### src/rtl/pwm_pkg.sv
// pwm_pkg: shared widths and time types for the PWM generator slice.
// Build option: PWM_UPDATE_SYNC_EN (see pwm_gen.sv).
package pwm_pkg;

    // Default bit width of TIME_CNT, CYCLE, DUTY and PHASE
    localparam int WIDTH_DEF = 13;

    // Time value inside one PWM period
    typedef logic [WIDTH_DEF-1:0] time_t;

    // One extra bit so sums like PHASE + DUTY/2 cannot overflow
    typedef logic [WIDTH_DEF:0] time_ext_t;

endpackage

### src/rtl/pwm_gen_if.sv
// pwm_gen_if: time/duty/phase bundle shared between the time-counter side
// (master) and one transducer PWM generator (slave).
interface pwm_gen_if
    import pwm_pkg::*;
#(
    parameter int WIDTH = WIDTH_DEF
) ();

    logic [WIDTH-1:0] TIME_CNT;
    logic [WIDTH-1:0] CYCLE;
    logic [WIDTH-1:0] DUTY;
    logic [WIDTH-1:0] PHASE;
    logic             PWM_OUT;

    modport master (
        output TIME_CNT,
        output CYCLE,
        output DUTY,
        output PHASE,
        input  PWM_OUT
    );

    modport slave (
        input  TIME_CNT,
        input  CYCLE,
        input  DUTY,
        input  PHASE,
        output PWM_OUT
    );

endinterface

### src/rtl/pwm_edge_calc.sv
// pwm_edge_calc: combinational rise/fall edge positions for a pulse of
// length duty centred on phase, wrapped modulo cycle, plus the all-low and
// all-high mode flags. The caller registers the results.
module pwm_edge_calc
    import pwm_pkg::*;
#(
    parameter int WIDTH = WIDTH_DEF
) (
    input  logic [WIDTH-1:0] duty_i,
    input  logic [WIDTH-1:0] phase_i,
    input  logic [WIDTH-1:0] cycle_i,
    output logic [WIDTH-1:0] rise_o,
    output logic [WIDTH-1:0] fall_o,
    output logic             zero_o,
    output logic             full_o
);

    logic [WIDTH:0] dutyExt;
    logic [WIDTH:0] phaseExt;
    logic [WIDTH:0] cycleExt;
    logic [WIDTH:0] loHalf;
    logic [WIDTH:0] hiHalf;
    logic [WIDTH:0] phasePlusHi;
    logic [WIDTH:0] riseExt;
    logic [WIDTH:0] fallExt;

    // Split duty into two halves around phase (odd duty puts the extra clock
    // after phase) and fold both edges back into 0..cycle-1
    always_comb begin
        dutyExt     = {1'b0, duty_i};
        phaseExt    = {1'b0, phase_i};
        cycleExt    = {1'b0, cycle_i};
        loHalf      = dutyExt >> 1;
        hiHalf      = (dutyExt + 1'b1) >> 1;
        phasePlusHi = phaseExt + hiHalf;

        if (phaseExt >= loHalf) begin
            riseExt = phaseExt - loHalf;
        end else begin
            riseExt = phaseExt - loHalf + cycleExt;
        end

        if (phasePlusHi >= cycleExt) begin
            fallExt = phasePlusHi - cycleExt;
        end else begin
            fallExt = phasePlusHi;
        end

        rise_o = WIDTH'(riseExt);
        fall_o = WIDTH'(fallExt);
        zero_o = (duty_i == '0);
        full_o = (duty_i >= cycle_i);
    end

endmodule

### src/rtl/pwm_gen.sv
// pwm_gen: per-transducer PWM drive bit derived from the shared time counter.
// Three register stages: S1 samples time and shadows DUTY/PHASE, S2 registers
// the edge positions, S3 registers the compare result onto PWM_OUT.
// Build option PWM_UPDATE_SYNC_EN: when defined, DUTY/PHASE shadows load only
// when the time counter wraps (tear-free periods); when undefined they load
// every clock (transparent update for debug) and no wrap comparator exists.
module pwm_gen
    import pwm_pkg::*;
#(
    parameter int WIDTH = WIDTH_DEF
) (
    input  logic      CLK,
    input  logic      RST_N,
    pwm_gen_if.slave  bus
);

    logic [WIDTH-1:0] t1_q;
    logic [WIDTH-1:0] t2_q;
    logic [WIDTH-1:0] dutyShadow_q;
    logic [WIDTH-1:0] dutyShadow_d;
    logic [WIDTH-1:0] phaseShadow_q;
    logic [WIDTH-1:0] phaseShadow_d;
    logic [WIDTH-1:0] rise_q;
    logic [WIDTH-1:0] rise_d;
    logic [WIDTH-1:0] fall_q;
    logic [WIDTH-1:0] fall_d;
    logic             zero_q;
    logic             zero_d;
    logic             full_q;
    logic             full_d;
    logic             pwmOut_q;
    logic             pwmOut_d;

`ifdef PWM_UPDATE_SYNC_EN
    logic wrap;

    // A backwards step of the time counter marks a new period; this also
    // catches the jump caused by shrinking CYCLE mid-period
    assign wrap = (bus.TIME_CNT < t1_q);
`endif

    // Choose the next shadow values: hold until a wrap, or follow the inputs
    always_comb begin
        dutyShadow_d  = dutyShadow_q;
        phaseShadow_d = phaseShadow_q;
`ifdef PWM_UPDATE_SYNC_EN
        if (wrap) begin
            dutyShadow_d  = bus.DUTY;
            phaseShadow_d = bus.PHASE;
        end
`else
        dutyShadow_d  = bus.DUTY;
        phaseShadow_d = bus.PHASE;
`endif
    end

    // S1: sample the time counter and update the duty/phase shadows together,
    // so the first sample of a period travels with that period's settings
    always_ff @(posedge CLK) begin
        if (!RST_N) begin
            t1_q          <= '0;
            dutyShadow_q  <= '0;
            phaseShadow_q <= '0;
        end else begin
            t1_q          <= bus.TIME_CNT;
            dutyShadow_q  <= dutyShadow_d;
            phaseShadow_q <= phaseShadow_d;
        end
    end

    pwm_edge_calc #(
        .WIDTH (WIDTH)
    ) uEdgeCalc (
        .duty_i  (dutyShadow_q),
        .phase_i (phaseShadow_q),
        .cycle_i (bus.CYCLE),
        .rise_o  (rise_d),
        .fall_o  (fall_d),
        .zero_o  (zero_d),
        .full_o  (full_d)
    );

    // S2: delay the time sample alongside the edge positions computed from it
    always_ff @(posedge CLK) begin
        if (!RST_N) begin
            t2_q   <= '0;
            rise_q <= '0;
            fall_q <= '0;
            zero_q <= 1'b0;
            full_q <= 1'b0;
        end else begin
            t2_q   <= t1_q;
            rise_q <= rise_d;
            fall_q <= fall_d;
            zero_q <= zero_d;
            full_q <= full_d;
        end
    end

    // Window compare; equal edges only occur in the cleared post-reset state
    // (a legal partial duty never gives rise == fall), so they mean "no pulse"
    always_comb begin
        pwmOut_d = 1'b0;
        if (zero_q) begin
            pwmOut_d = 1'b0;
        end else if (full_q) begin
            pwmOut_d = 1'b1;
        end else if (rise_q <= fall_q) begin
            pwmOut_d = (t2_q >= rise_q) && (t2_q < fall_q);
        end else begin
            pwmOut_d = (t2_q >= rise_q) || (t2_q < fall_q);
        end
    end

    // S3: register the drive bit so the transducer sees a glitch-free output
    always_ff @(posedge CLK) begin
        if (!RST_N) begin
            pwmOut_q <= 1'b0;
        end else begin
            pwmOut_q <= pwmOut_d;
        end
    end

    assign bus.PWM_OUT = pwmOut_q;

endmodule

### src/flat_wrapper.sv
// flat-port wrapper written by rule: the top's interface ports become plain ports
module pwm_gen_flat import pwm_pkg::*;
#(
    parameter int WIDTH = WIDTH_DEF
)
  (CLK, RST_N, bus_TIME_CNT, bus_CYCLE, bus_DUTY, bus_PHASE, bus_PWM_OUT);
  pwm_gen_if #(.WIDTH(WIDTH)) bus_i ();
  input  logic CLK;
  input  logic RST_N;
  input wire logic [$bits(bus_i.TIME_CNT)-1:0] bus_TIME_CNT;
  input wire logic [$bits(bus_i.CYCLE)-1:0] bus_CYCLE;
  input wire logic [$bits(bus_i.DUTY)-1:0] bus_DUTY;
  input wire logic [$bits(bus_i.PHASE)-1:0] bus_PHASE;
  output wire logic [$bits(bus_i.PWM_OUT)-1:0] bus_PWM_OUT;
  assign bus_i.TIME_CNT = bus_TIME_CNT;
  assign bus_i.CYCLE = bus_CYCLE;
  assign bus_i.DUTY = bus_DUTY;
  assign bus_i.PHASE = bus_PHASE;
  assign bus_PWM_OUT = bus_i.PWM_OUT;
  pwm_gen #(.WIDTH(WIDTH)) u_core (.CLK(CLK), .RST_N(RST_N), .bus(bus_i));
endmodule
### config.mk
export PLATFORM = sky130hd
export DESIGN_NAME = pwm_gen_flat
export DESIGN_NICKNAME = d
export VERILOG_FILES = /design/src/rtl/pwm_pkg.sv /design/src/rtl/pwm_gen_if.sv /design/src/rtl/pwm_edge_calc.sv /design/src/rtl/pwm_gen.sv /design/src/flat_wrapper.sv
export SDC_FILE = /design/constraint.sdc
export NUM_CORES = 1
export LEC_CHECK = 0
export BUFFER_PORTS_ARGS = -buffer_cell sky130_fd_sc_hd__buf_4
export CAP_MARGIN = 20
export CORE_UTILIZATION = 35
export DETAILED_ROUTE_END_ITERATION = 16
export PLACE_DENSITY = 0.49
export SLEW_MARGIN = 20
export SYNTH_ARGS = -nofsm -noshare
export SYNTH_HDL_FRONTEND = slang
export SYNTH_SLANG_ARGS = --single-unit
export TNS_END_PERCENT = 20
### constraint.sdc
create_clock -name CLK -period 5.3 [get_ports CLK]
set_clock_uncertainty 0.2 [all_clocks]
set_input_delay 0.795 -clock CLK [delete_from_list [all_inputs] [get_ports CLK]]
set_output_delay 0.795 -clock CLK [all_outputs]
set_load 0.1 [all_outputs]
Word-level counts from Yosys, hierarchy flattened
Index checks and enable logic that the tools add are counted.
{ "op_classes": {"n_mux": 4, "eq_ne": 0, "n_reduce_logical": 4, "n_addsub": 5, "magnitude_cmp": 6, "multipliers": 0, "n_shift": 0, "bitwise": 1, "div_mod_pow": 0} }
{ "ops": {"columns": ["cell", "count"], "rows": [
  ["$ge A13 B13 Y1", 2],
  ["$mux W13", 2],
  ["$add A13 B1 Y14 const B", 1],
  ["$add A13 B13 Y14", 1],
  ["$ge A14 B13 Y1", 1],
  ["$add A13 B13 Y13", 1],
  ["$ge A13 B12 Y1", 1],
  ["$le A13 B13 Y1", 1],
  ["$logic_not A13 Y1", 1],
  ["$lt A13 B13 Y1", 1],
  ["$sub A13 B12 Y13", 1],
  ["$sub A13 B13 Y13", 1],
  ["$mux W1", 2],
  ["$reduce_or A2 Y1", 1],
  ["$logic_and A1 B1 Y1", 1],
  ["$logic_or A1 B1 Y1", 1],
  ["$not A1 Y1", 1]
]} }
{ "totals": {"latch_bits": 0, "word_cells": 29, "ramBits": 0, "ff_bits": 81, "mem_count": 0, "mem_bits_ro": 0} }

Depth between registers and ports, before layout
Gate-level depths: netlist of the first run.
{ "depth": {"word_depth": 4, "mapped_depth": 21} }

Modules after synthesis
From an unflattened synthesis of the first run, not the netlist that was laid out.
{ "unflattened": {"cells_unflattened": 750, "area_unflattened_um2": 6358.6} }
{ "modules_own_cells": {"columns": ["module", "n_inst", "area_per_inst_um2", "cells_each", "seq_area_each_um2"], "rows": [
  ["pwm_edge_calc", 1, 3276.9, 458, 0.0],
  ["pwm_gen", 1, 3081.7, 292, 1621.6]
]} }

Least setup slack after synthesis of the first run
Ideal clock, no wire load.
{ "synth_timing": {"kind": "register to register", "from": "register u_core.dutyShadow_q[1]", "to": "register u_core.fall_q[10]", "arrival_ns": 4.104, "path_slack_ns": 0.868, "path_stages_with_launch": 21, "setup_time_ns": 0.128, "period_less_slack_ns": 4.432, "required_time_ns": 4.972, "path_cell_list": "dfxtp_1 > ha_1 > nand3_1 > nor3_1 > and2_1 > nand2_1 > xnor2_1 > ha_1 > and3_4 > and3_1 > and3_1 > nor3b_1 > ha_1 > a21o_1 > a22o_1 > a2111oi_2 > and4_1 > buf_6 > buf_12 > mux2i_1 > nor2_1"} }
{ "synth_via": {"elab_chain_cells": 4, "elab_cells_between_ends": 5, "classes_between": "add/sub (3); order compare (1); mux (1)"} }
{ "synth_rtl": {"columns": ["item", "line_no", "source"], "rows": [
  ["start: declaration", "pwm_gen.sv:19", "logic [WIDTH-1:0] dutyShadow_q;"],
  ["start signal: assignment", "pwm_gen.sv:66", "dutyShadow_q <= dutyShadow_d;"],
  ["$add A13 B1 Y14 *", "pwm_edge_calc.sv:34", "hiHalf = (dutyExt + 1'b1) >> 1;"],
  ["$add A13 B13 Y14 *", "pwm_edge_calc.sv:35", "phasePlusHi = phaseExt + hiHalf;"],
  ["$sub A13 B13 Y13 or $ge A14 B13 Y1 (tied branches)", "pwm_edge_calc.sv:44, pwm_edge_calc.sv:43", null],
  ["$mux W13 *", "pwm_edge_calc.sv:43", "if (phasePlusHi >= cycleExt) begin"],
  ["end signal: assignment", "pwm_gen.sv:94", "fall_q <= fall_d;"],
  ["end: declaration", "pwm_gen.sv:25", "logic [WIDTH-1:0] fall_q;"]
]} }
Mark *: on every way between the ends. The rest lies on a longest branch, timed or not.
A chain may end at the register's enable or synchronous reset.

Worst setup path after layout of the first run
{ "layout_timing": {"from": "register u_core.dutyShadow_q[1]", "to": "register u_core.fall_q[11]"} }
Same word-level chain as after synthesis.

==> out/results.txt, run 1 <==
Synth warnings - 0
Die Area - 18,260 um^2
Synth Instances - 711
Largest net degree at the start of global routing - 60
Status - finished, final reports clean
Die Width - 135.1 um
WL/cell - 15.48 um
IO Pins - 55
CP Max Fanout - 18
Post-DP HPWL - 12.44 mm
Initial DRT Pass Iterations - 5
Worst Path Arrival - 5.04 ns
Number of global-route vias before repair - 5,148
Achievable frequency - 0.2018 GHz
Synth-to-Final Area Change - 15.71%
Final Cycle Share - 93.50%
Asr flop ratio synth - 0%
Endpoints failing setup - 0
Worst-path clk slew - 0.07 ns
Initial Util - 35.87%
RSZ-0062 raised after global routing - no
Max clock buf depth - 2
Main synth FF type - dfxtp_1
Num CTS Buffers - 9
Max Cap Viol - 0
Synth top area share - 26.14%
Global Route Usage Sum - 17.93%
Iter 0 DRT Violations - 210
CTS Root Buffer Type - clkbuf_16
Max-slew violations - 0
Detail Route Antenna Nets - 0
CP startpoint kind - flop
Share of cells above drive strength 1 - 12.45%
Worst slew pin tran - 0.8915 ns
PwrDens - 323.6 nW/um^2
Seq/Total Area, Yosys - 26.14%
Via count - 5,057
Cell Area, Placed - 6803 um^2
Static Leak - 3.374 nW
Synth Net Count - 873
Synth Area per Inst - 8.725 um^2
Vias per cell - 5.077
Clock latency on the worst-skew pair - 0.35 ns
Endpoints failing hold - 0
TNS Setup - 0 ns
Count of input and output buffers - 54
Final nets - 928
Area contributors post-synth - dfxtp_1 26%, ha_1 21%, and2_1 5.8%
Commonest non-fill, non-tap cells in the layout - 104 x ha_1, 80 x dfxtp_1, 69 x inv_1, 58 x and2_1, 56 x buf_4
Wire length of the first global-routing pass - 25.22 mm
Seq cells post-synth - 81
HP Class - flop to flop
Finished Cell Area - 7178 um^2
VDD IR-drop max - 0.1629 mV
N_diodes - 0
Synth Cell Area - 6203 um^2
Req. time, crit path - 5.39 ns
Post-Route WL - 15.42 mm
Initial antenna violation count - 0
Post-synth EDFFs - 0
Rows - 48
Core box area - 17,300 um^2
H-tree Lvls - 3
Rel. slew slack - 40.50%
Final Critical Period - 4.955 ns
Gr ovfl total - 0
Critical path class - flop to flop
Leading area contributor after synthesis - dfxtp_1
Residual DRC - 0
Yosys cell types - 69
Clock Sinks - 81
Die Y - 135.1 um
Gpl congestion - 0.8771
CTS tree - built
Most common cell after layout, fill and taps aside - ha_1
Crit end category - flop
-- power breakdown --
group          switching, mW  internal [mW]
logic                  0.530          0.419
registers             0.0397          0.678
clock network          0.265          0.391
-- worst max-delay path, cell delays in order (launching register included) --
cell	delay (ns)
dfxtp_2	0.37
ha_1	0.21
nand3_1	0.18
nor3_4	0.27
and2_1	0.24
nand2_1	0.09
xnor2_1	0.15
ha_1	0.38
and3_4	0.22
and3_1	0.21
and3_1	0.24
nor3b_1	0.23
ha_1	0.31
a21o_1	0.19
a22o_1	0.25
a2111oi_2	0.31
and4_1	0.24
buf_6	0.21
nor4bb_4	0.25
a32o_1	0.17
-- what timing repair did --
| action | CTS | global route |
|---|---|---|
| hold buffers | 0 | 0 |
| endpoints found under the setup margin | 0 | 13 |
| setup buffers | 0 | 2 |
| gates resized for setup | 0 | 9 |
-- final timing paths --
kind              slack, ns                   start                  to  cells past startpoint
hold / removal         0.21           u_core.zero_q  u_core.bus.PWM_OUT                      1
setup / recovery       0.34  u_core.dutyShadow_q[1]   u_core.fall_q[11]                     19
setup reg to reg       0.34  u_core.dutyShadow_q[1]   u_core.fall_q[11]                     19
hold reg to reg        0.21           u_core.zero_q  u_core.bus.PWM_OUT                      1
-- cell type report --
cell class                 count  area [um^2]
tap                          225        281.5
clock buffer                  12        256.5
inverter                      69        259.0
clock inverter                 4        51.30
sequential                    81         1623
timing repair buffer          58        442.9
multi-input combinational    547         4264
fill                        1778        10120
-- cell usage after synthesis (all sizes together), types with 3 or more instances --
master	instances
a21o	22
mux2i	14
a211o	4
o21bai	3
a31oi	6
o21a	9
nor4	5
nor2	49
dfxtp	81
nand2	32
a21oi	47
fa	4
and2	58
a211oi	15
nand2b	5
or3	3
clkbuf	8
nand3	14
and3	5
xor2	13
buf	6
nor3	9
nor2b	4
ha	104
a2111oi	4
a21boi	3
xnor2	34
and4	3
nand4	14
inv	69
o21ai	27
or2	4
-- routing by layer --
layer	global-route usage, %	up-vias	wire (um)
met2	30.40	101	7257
met5	0	-	0
met3	2.432	31	393
li1	-	2622	-
met1	22.55	2303	7337
met4	7.990	0	430
-- state kept, by name, summed over array words and instances, names as in the netlist --
register	count
u_core.zero_q	1
u_core.fall_q	13
u_core.bus.PWM_OUT	1
u_core.dutyShadow_q	13
u_core.phaseShadow_q	13
u_core.t2_q	13
u_core.t1_q	13
u_core.rise_q	13
u_core.full_q	1
-- logic make-up (layout without fill, tap and decap cells) --
kind of cell,after synthesis,after routing,share of synthesized area [%]
AND/OR/NAND/NOR,213,213,18.27
buffers and inverters,83,143,5.708
flip-flops,81,81,26.14
XOR/XNOR,47,47,6.636
multiplexers,14,14,2.259
AO/OA/AOI/OAI,164,164,18.56
adder cells (fa/ha/maj),109,109,22.43
-- metrics by stage --
step | total power [mW] | cells | utilization, % | hold WS, ns | worst slack [ns]
global placement | 1.654 | 977 | 39.33 | 0.1928 | 0.3491
global route | 2.504 | 996 | 41.50 | 0.2187 | 0.004461
CTS | 2.341 | 993 | 41.11 | 0.2133 | 0.1874
detailed placement | 1.671 | 977 | 39.33 | 0.2054 | 0.2397
finish | 2.323 | 996 | 41.50 | 0.2107 | 0.3446
floorplan | 1.446 | 711 | - | 0.1753 | 0.8682
No activity file was read; power rests on OpenSTA's default activity.
==> run 2: changes to the inputs <==
CELL_PAD_IN_SITES_DETAIL_PLACEMENT = 2   (was not set)
CELL_PAD_IN_SITES_GLOBAL_PLACEMENT = 2   (was not set)
PLACE_DENSITY = 0.73   (was 0.49)
==> run 2 against run 1 <==
Against the previous run:
- via count is 3.6% higher
- critical path depth stayed put
- maximum frequency is 0.56% lower
- clock-buffer cell count stayed put
- sequential share of layout area is 0.19 points higher
- final cell count is 0.20% lower
- flip-flop and latch count stayed put
- critical endpoint is now u_core.fall_q[3]
- largest power group unchanged
==> out/results.txt, run 2 (synthesis results as in run 1) <==
Status - finished, final reports clean
Final Critical Period - 4.983 ns
Postcts setup bufs - 0
Max Cap Viol - 0
CP Max Fanout - 18
Clock Sinks - 81
Detail Route Antenna Nets - 0
Cts hold-fix bufs - 0
Switching portion of total power - 38.20%
PwrDens - 325.5 nW/um^2
Gr ovfl total - 0
Worst slew pin tran - 0.9309 ns
Worst Path Arrival - 4.99 ns
N_diodes - 0
RSZ-0062 raised after global routing - no
Synth-to-Final Area Change - 14.68%
Num CTS Buffers - 9
Largest net degree at the start of global routing - 60
Crit end category - flop
CTS tree - built
WL/cell - 18.83 um
CTS Root Buffer Type - clkbuf_16
HP Class - flop to flop
Clock latency on the worst-skew pair - 0.36 ns
Switching power - 884.7 uW
Number of global-route vias before repair - 6,021
Gpl congestion - 0.8471
Rel. slew slack - 37.87%
Max-slew violations - 0
Die Y - 135.1 um
Die Area - 18,260 um^2
Multi-input gate area - 4255 um^2
Initial DRT Pass Iterations - 4
Static Leak - 3.336 nW
Slowest stage delay, CP - 0.42 ns
Iter 0 DRT Violations - 120
Final Cycle Share - 94.03%
H-tree Lvls - 3
Critical path class - flop to flop
Endpoints failing setup - 0
Achievable frequency - 0.2007 GHz
Rows - 48
TNS Setup - 0 ns
Max clock buf depth - 2
Wire length of the first global-routing pass - 31.12 mm
Most common cell after layout, fill and taps aside - ha_1
IO Pins - 55
Worst-path clk slew - 0.07 ns
Clock power frac - 26.1%
Combinational share of power - 42.8%
Filler Cell Count - 1,979
Endpoints failing hold - 0
VDD IR-drop max - 0.2681 mV
Via count - 5,237
Cell mode on critical path - ha_1
Post-DP HPWL - 15.27 mm
CP cell instances - ha_1 -> nand3_1 -> nor3_4 -> and2_1 -> nand4_1 -> xnor2_1 -> ha_1 -> and3_4 -> and3_1 -> and3_1 -> nor3b_1 -> ha_1 -> a21o_1 -> a22o_1 -> a2111oi_2 -> and4_1 -> buf_6 -> mux2i_1 -> nor2_1
Core box area - 17,300 um^2
P_int - 1.431 mW
Initial antenna violation count - 0
Die Width - 135.1 um
Residual DRC - 0
Global Route Usage Sum - 22.19%
Worst hold slack - 0.2118 ns
CP max-delay cell - dfxtp_1
Share of cells above drive strength 1 - 11.83%
Req. time, crit path - 5.31 ns
Count of input and output buffers - 54
Sequential Power Share - 31.2%
Final nets - 926
CP startpoint kind - flop
FF+latch area - 1622 um^2
Post-Route WL - 18.72 mm
Vias per cell - 5.269
Commonest non-fill, non-tap cells in the layout - 102 x ha_1, 81 x dfxtp_1, 69 x inv_1, 58 x and2_1, 55 x buf_4
Initial Util - 35.87%
## run 2: cell count changes in the layout (fill, tap and decap cells not counted), sizes merged
| cell | before | now |
|---|---|---|
| bufinv | 1 | 0 |
| buf | 58 | 56 |
| inv | 69 | 70 |
## run 2: timing repair
item                                   CTS  global route
resized for setup                        0             6
setup endpoints to repair                0            13
endpoints found under the hold margin    0             0
## run 2: area by class of cell
type,instances,share of cell area (%)
clock buffers,12,3.465
clock inverters,4,0.3693
inverters,69,3.641
multi-input cells,547,59.81
flip-flops and latches,81,22.79
well taps,225,3.957
repair buffers,56,5.962
## run 2: worst paths after layout
kind	start	end	slack (ns)	depth (start not counted)
worst max-delay path	u_core.dutyShadow_q[1]	u_core.fall_q[3]	0.32	19
worst min register to register	u_core.zero_q	u_core.bus.PWM_OUT	0.21	1
worst max register to register	u_core.dutyShadow_q[1]	u_core.fall_q[3]	0.32	19
worst min-delay path	u_core.zero_q	u_core.bus.PWM_OUT	0.21	1
## run 2: power groups by stage
stage	logic, mW	registers, mW	clock network (mW)
detailed placement	0.984	0.735	0
floorplan	0.705	0.741	0
CTS	0.998	0.722	0.624
global route	1.11	0.730	0.655
finish	0.990	0.722	0.604
global placement	0.925	0.735	0
## run 2: stage by stage
step	cells	utilization (%)	setup slack, ns	instance area (um^2)	total power [mW]
after CTS	994	40.95	0.06000	7083	2.344
after floorplan	711	-	0.8682	6203	1.446
after global routing	994	41.13	0.009093	7114	2.498
after global placement	978	39.37	0.3472	6810	1.659
after detailed placement	978	39.37	0.1145	6810	1.720
final	994	41.13	0.3166	7114	2.316
## run 2: worst max-delay path, delay by kind of cell, from the launching register on
family                   cells  cell delay (ns)
AO/OA/AOI/OAI                3             0.76
XOR/XNOR                     1             0.17
adder cells (fa/ha/maj)      3             0.89
buffers and inverters        1             0.21
flip-flops                   1             0.42
multiplexers                 1             0.26
AND/OR/NAND/NOR             10             1.90
## run 2: layer usage
metal,global-route usage [%],up-vias,wire [um]
li1,-,2624,-
met1,25.68,2542,8223
met2,41.48,50,9830
met3,3.292,21,340
met4,6.991,0,325
met5,0,-,0
==> run 3: changes to the inputs <==
ABC_AREA = 1   (was not set)
CORE_UTILIZATION = 34   (was 35)
PLACE_DENSITY = not set   (was 0.73)
PLACE_DENSITY_LB_ADDON = 0.1   (was not set)
==> run 3 against run 2 <==
Against the previous run:
- via count increased by 26%
- sequential share of layout area decreased by 2.0 points
- maximum frequency increased by 15%
- first-iteration DRC count increased by 27%
- core utilization decreased by 1.2 points
- wire length increased by 24%
==> out/results.txt, run 3 <==
Rel. slew slack - 47.24%
H-tree Lvls - 3
Critical path class - flop to flop
Clock latency on the worst-skew pair - 0.35 ns
Synth Net Count - 1,198
Die Width - 143.7 um
Static Leak - 4.543 nW
Rows - 51
RSZ-0062 raised after global routing - no
Total Power - 2.397 mW
Wire length of the first global-routing pass - 37.30 mm
Cell mode on critical path - nand2_1
Yosys cell types - 39
CP Max Fanout - 15
Synth top area share - 23.74%
HP Class - flop to flop
Die Area - 20,660 um^2
Initial antenna violation count - 0
WL/cell - 17.13 um
GRT met1 Usage - 28.97%
Core box area - 19,590 um^2
Final core occ - 39.89%
Gr ovfl total - 0
Most frequent cell after synthesis - nand2_1
Worst slew pin tran - 0.7914 ns
Number of global-route vias before repair - 7,056
VDD IR-drop max - 0.1463 mV
Synth Area per Inst - 6.593 um^2
Achievable frequency - 0.2308 GHz
Met2 Track Usage GR - 44.48%
Status - finished, final reports clean
Max Cap Viol - 0
Final nets - 1,251
Crit end category - flop
Final Critical Period - 4.332 ns
CP startpoint kind - flop
Routing usage on met3 - 3.232%
Req. time, crit path - 5.37 ns
Die Y - 143.7 um
Most common cell after layout, fill and taps aside - nand2_1
Via count - 6,594
CTS tree - built
Top Usage Layer GRT - met2
Leading area contributor after synthesis - dfxtp_1
Synth Cell Area - 6830 um^2
Postcts setup bufs - 0
Commonest non-fill, non-tap cells in the layout - 280 x nand2_1, 212 x inv_1, 104 x ha_1, 81 x dfxtp_1, 80 x nor2_1
Asr flop ratio synth - 0%
Detail Route Antenna Nets - 0
Post-DP HPWL - 19.80 mm
Final Cycle Share - 81.73%
Reg2reg path depth - 27
Initial DRT Pass Iterations - 6
Global Route Usage Sum - 23.98%
Gpl congestion - 0.8605
Hold path cells - 2
Endpoints failing setup - 0
Vias per cell - 4.849
Main synth FF type - dfxtp_1
Seq/Total Area, Yosys - 23.74%
Num CTS Buffers - 9
IO Pins - 55
Synth-to-Final Area Change - 14.40%
Largest net degree at the start of global routing - 75
Endpoints failing hold - 0
Top post-synthesis cells by count - 280 x nand2_1, 212 x inv_1, 104 x ha_1, 81 x dfxtp_1, 80 x nor2_1
CP max-delay cell - dfxtp_1
Slowest stage delay, CP - 0.42 ns
Area contributors post-synth - dfxtp_1 24%, ha_1 19%, nand2_1 15%
Max-slew violations - 0
Share of cells above drive strength 1 - 8.867%
Synth Instances - 1,036
Filler Cell Count - 2,426
PwrDens - 306.8 nW/um^2
Max clock buf depth - 2
Seq cells post-synth - 81
Worst-path clk slew - 0.07 ns
Worst Path Arrival - 4.40 ns
Residual DRC - 0
Count of input and output buffers - 54
Cts hold-fix bufs - 0
TNS Setup - 0 ns
Post-synth EDFFs - 0
Post-Route WL - 23.30 mm
CTS Root Buffer Type - clkbuf_16
PostCTS Resize Cnt - 0
Synth warnings - 0
Initial Util - 34.87%
Iter 0 DRT Violations - 152
Clock Sinks - 81
-- run 3: changes by cell type after synthesis, sizes merged, moves of 8 or more --
cell / delta
nor2: +37
xor2: +16
a21oi: +24
a21o: -18
and2: -56
nand3: +43
nand2: +256
o21a: -8
xnor2: -26
nand4: +8
mux2i: -14
a211oi: -15
inv: +145
-- run 3: cell type report --
class | count | area [um^2] | area share (%)
timing repair buffer | 54 | 405.4 | 5.188
sequential | 81 | 1622 | 20.75
multi-input combinational | 729 | 4338 | 55.52
clock inverter | 6 | 72.57 | 0.9287
tap | 265 | 331.6 | 4.243
inverter | 214 | 803.3 | 10.28
antenna | 1 | 2.502 | 0.03203
clock buffer | 10 | 239.0 | 3.058
-- run 3: where the power goes --
part / internal [mW] / leakage [nW] / switching (mW)
Clock: 0.386 / 0.156 / 0.280
Combinational: 0.365 / 3.71 / 0.646
Sequential: 0.673 / 0.673 / 0.0481
-- run 3: kinds of logic after synthesis --
logic type                 after synthesis  share of synthesized area, %
AOI/OAI and AO/OA                      110                         8.885
xor gates and xnor gates                37                         4.744
adders and majority gates              108                         20.22
buffers and inverters                  226                         12.75
DFF                                     81                         23.74
and+or+nand+nor                        474                         29.66
-- run 3: path summary, 6_finish.rpt --
kind,startpoint,to,slack (ns)
setup / recovery,u_core.dutyShadow_q[2],u_core.fall_q[5],0.97
hold / removal,u_core.t1_q[7],u_core.t2_q[7],0.22
setup reg to reg,u_core.dutyShadow_q[2],u_core.fall_q[5],0.97
hold reg to reg,u_core.t1_q[7],u_core.t2_q[7],0.22
-- run 3: layer usage --
layer,vias to the layer above,part of all wire (%)
li1,3357,-
met1,3150,45
met2,65,51
met3,22,1.9
met4,0,1.7
met5,-,0
-- run 3: per-stage QoR --
step,hold slack (ns),instance area (um^2),cells,worst slack [ns]
final,0.2186,7814,1360,0.9681
after global routing,0.2375,7811,1359,0.4703
after CTS,0.2227,7811,1359,0.9684
after detailed placement,0.2065,7500,1343,0.9896
after global placement,0.1926,7500,1343,1.156
after floorplan,0.1905,6830,1036,1.676
-- run 3: critical path: cells and delay by family, from the launching register on --
kind	cells	cell delay [ns]
and+or+nand+nor	18	2.23
buffers and inverters	4	0.29
DFF	1	0.42
AOI/OAI and AO/OA	3	0.45
adders and majority gates	2	0.68
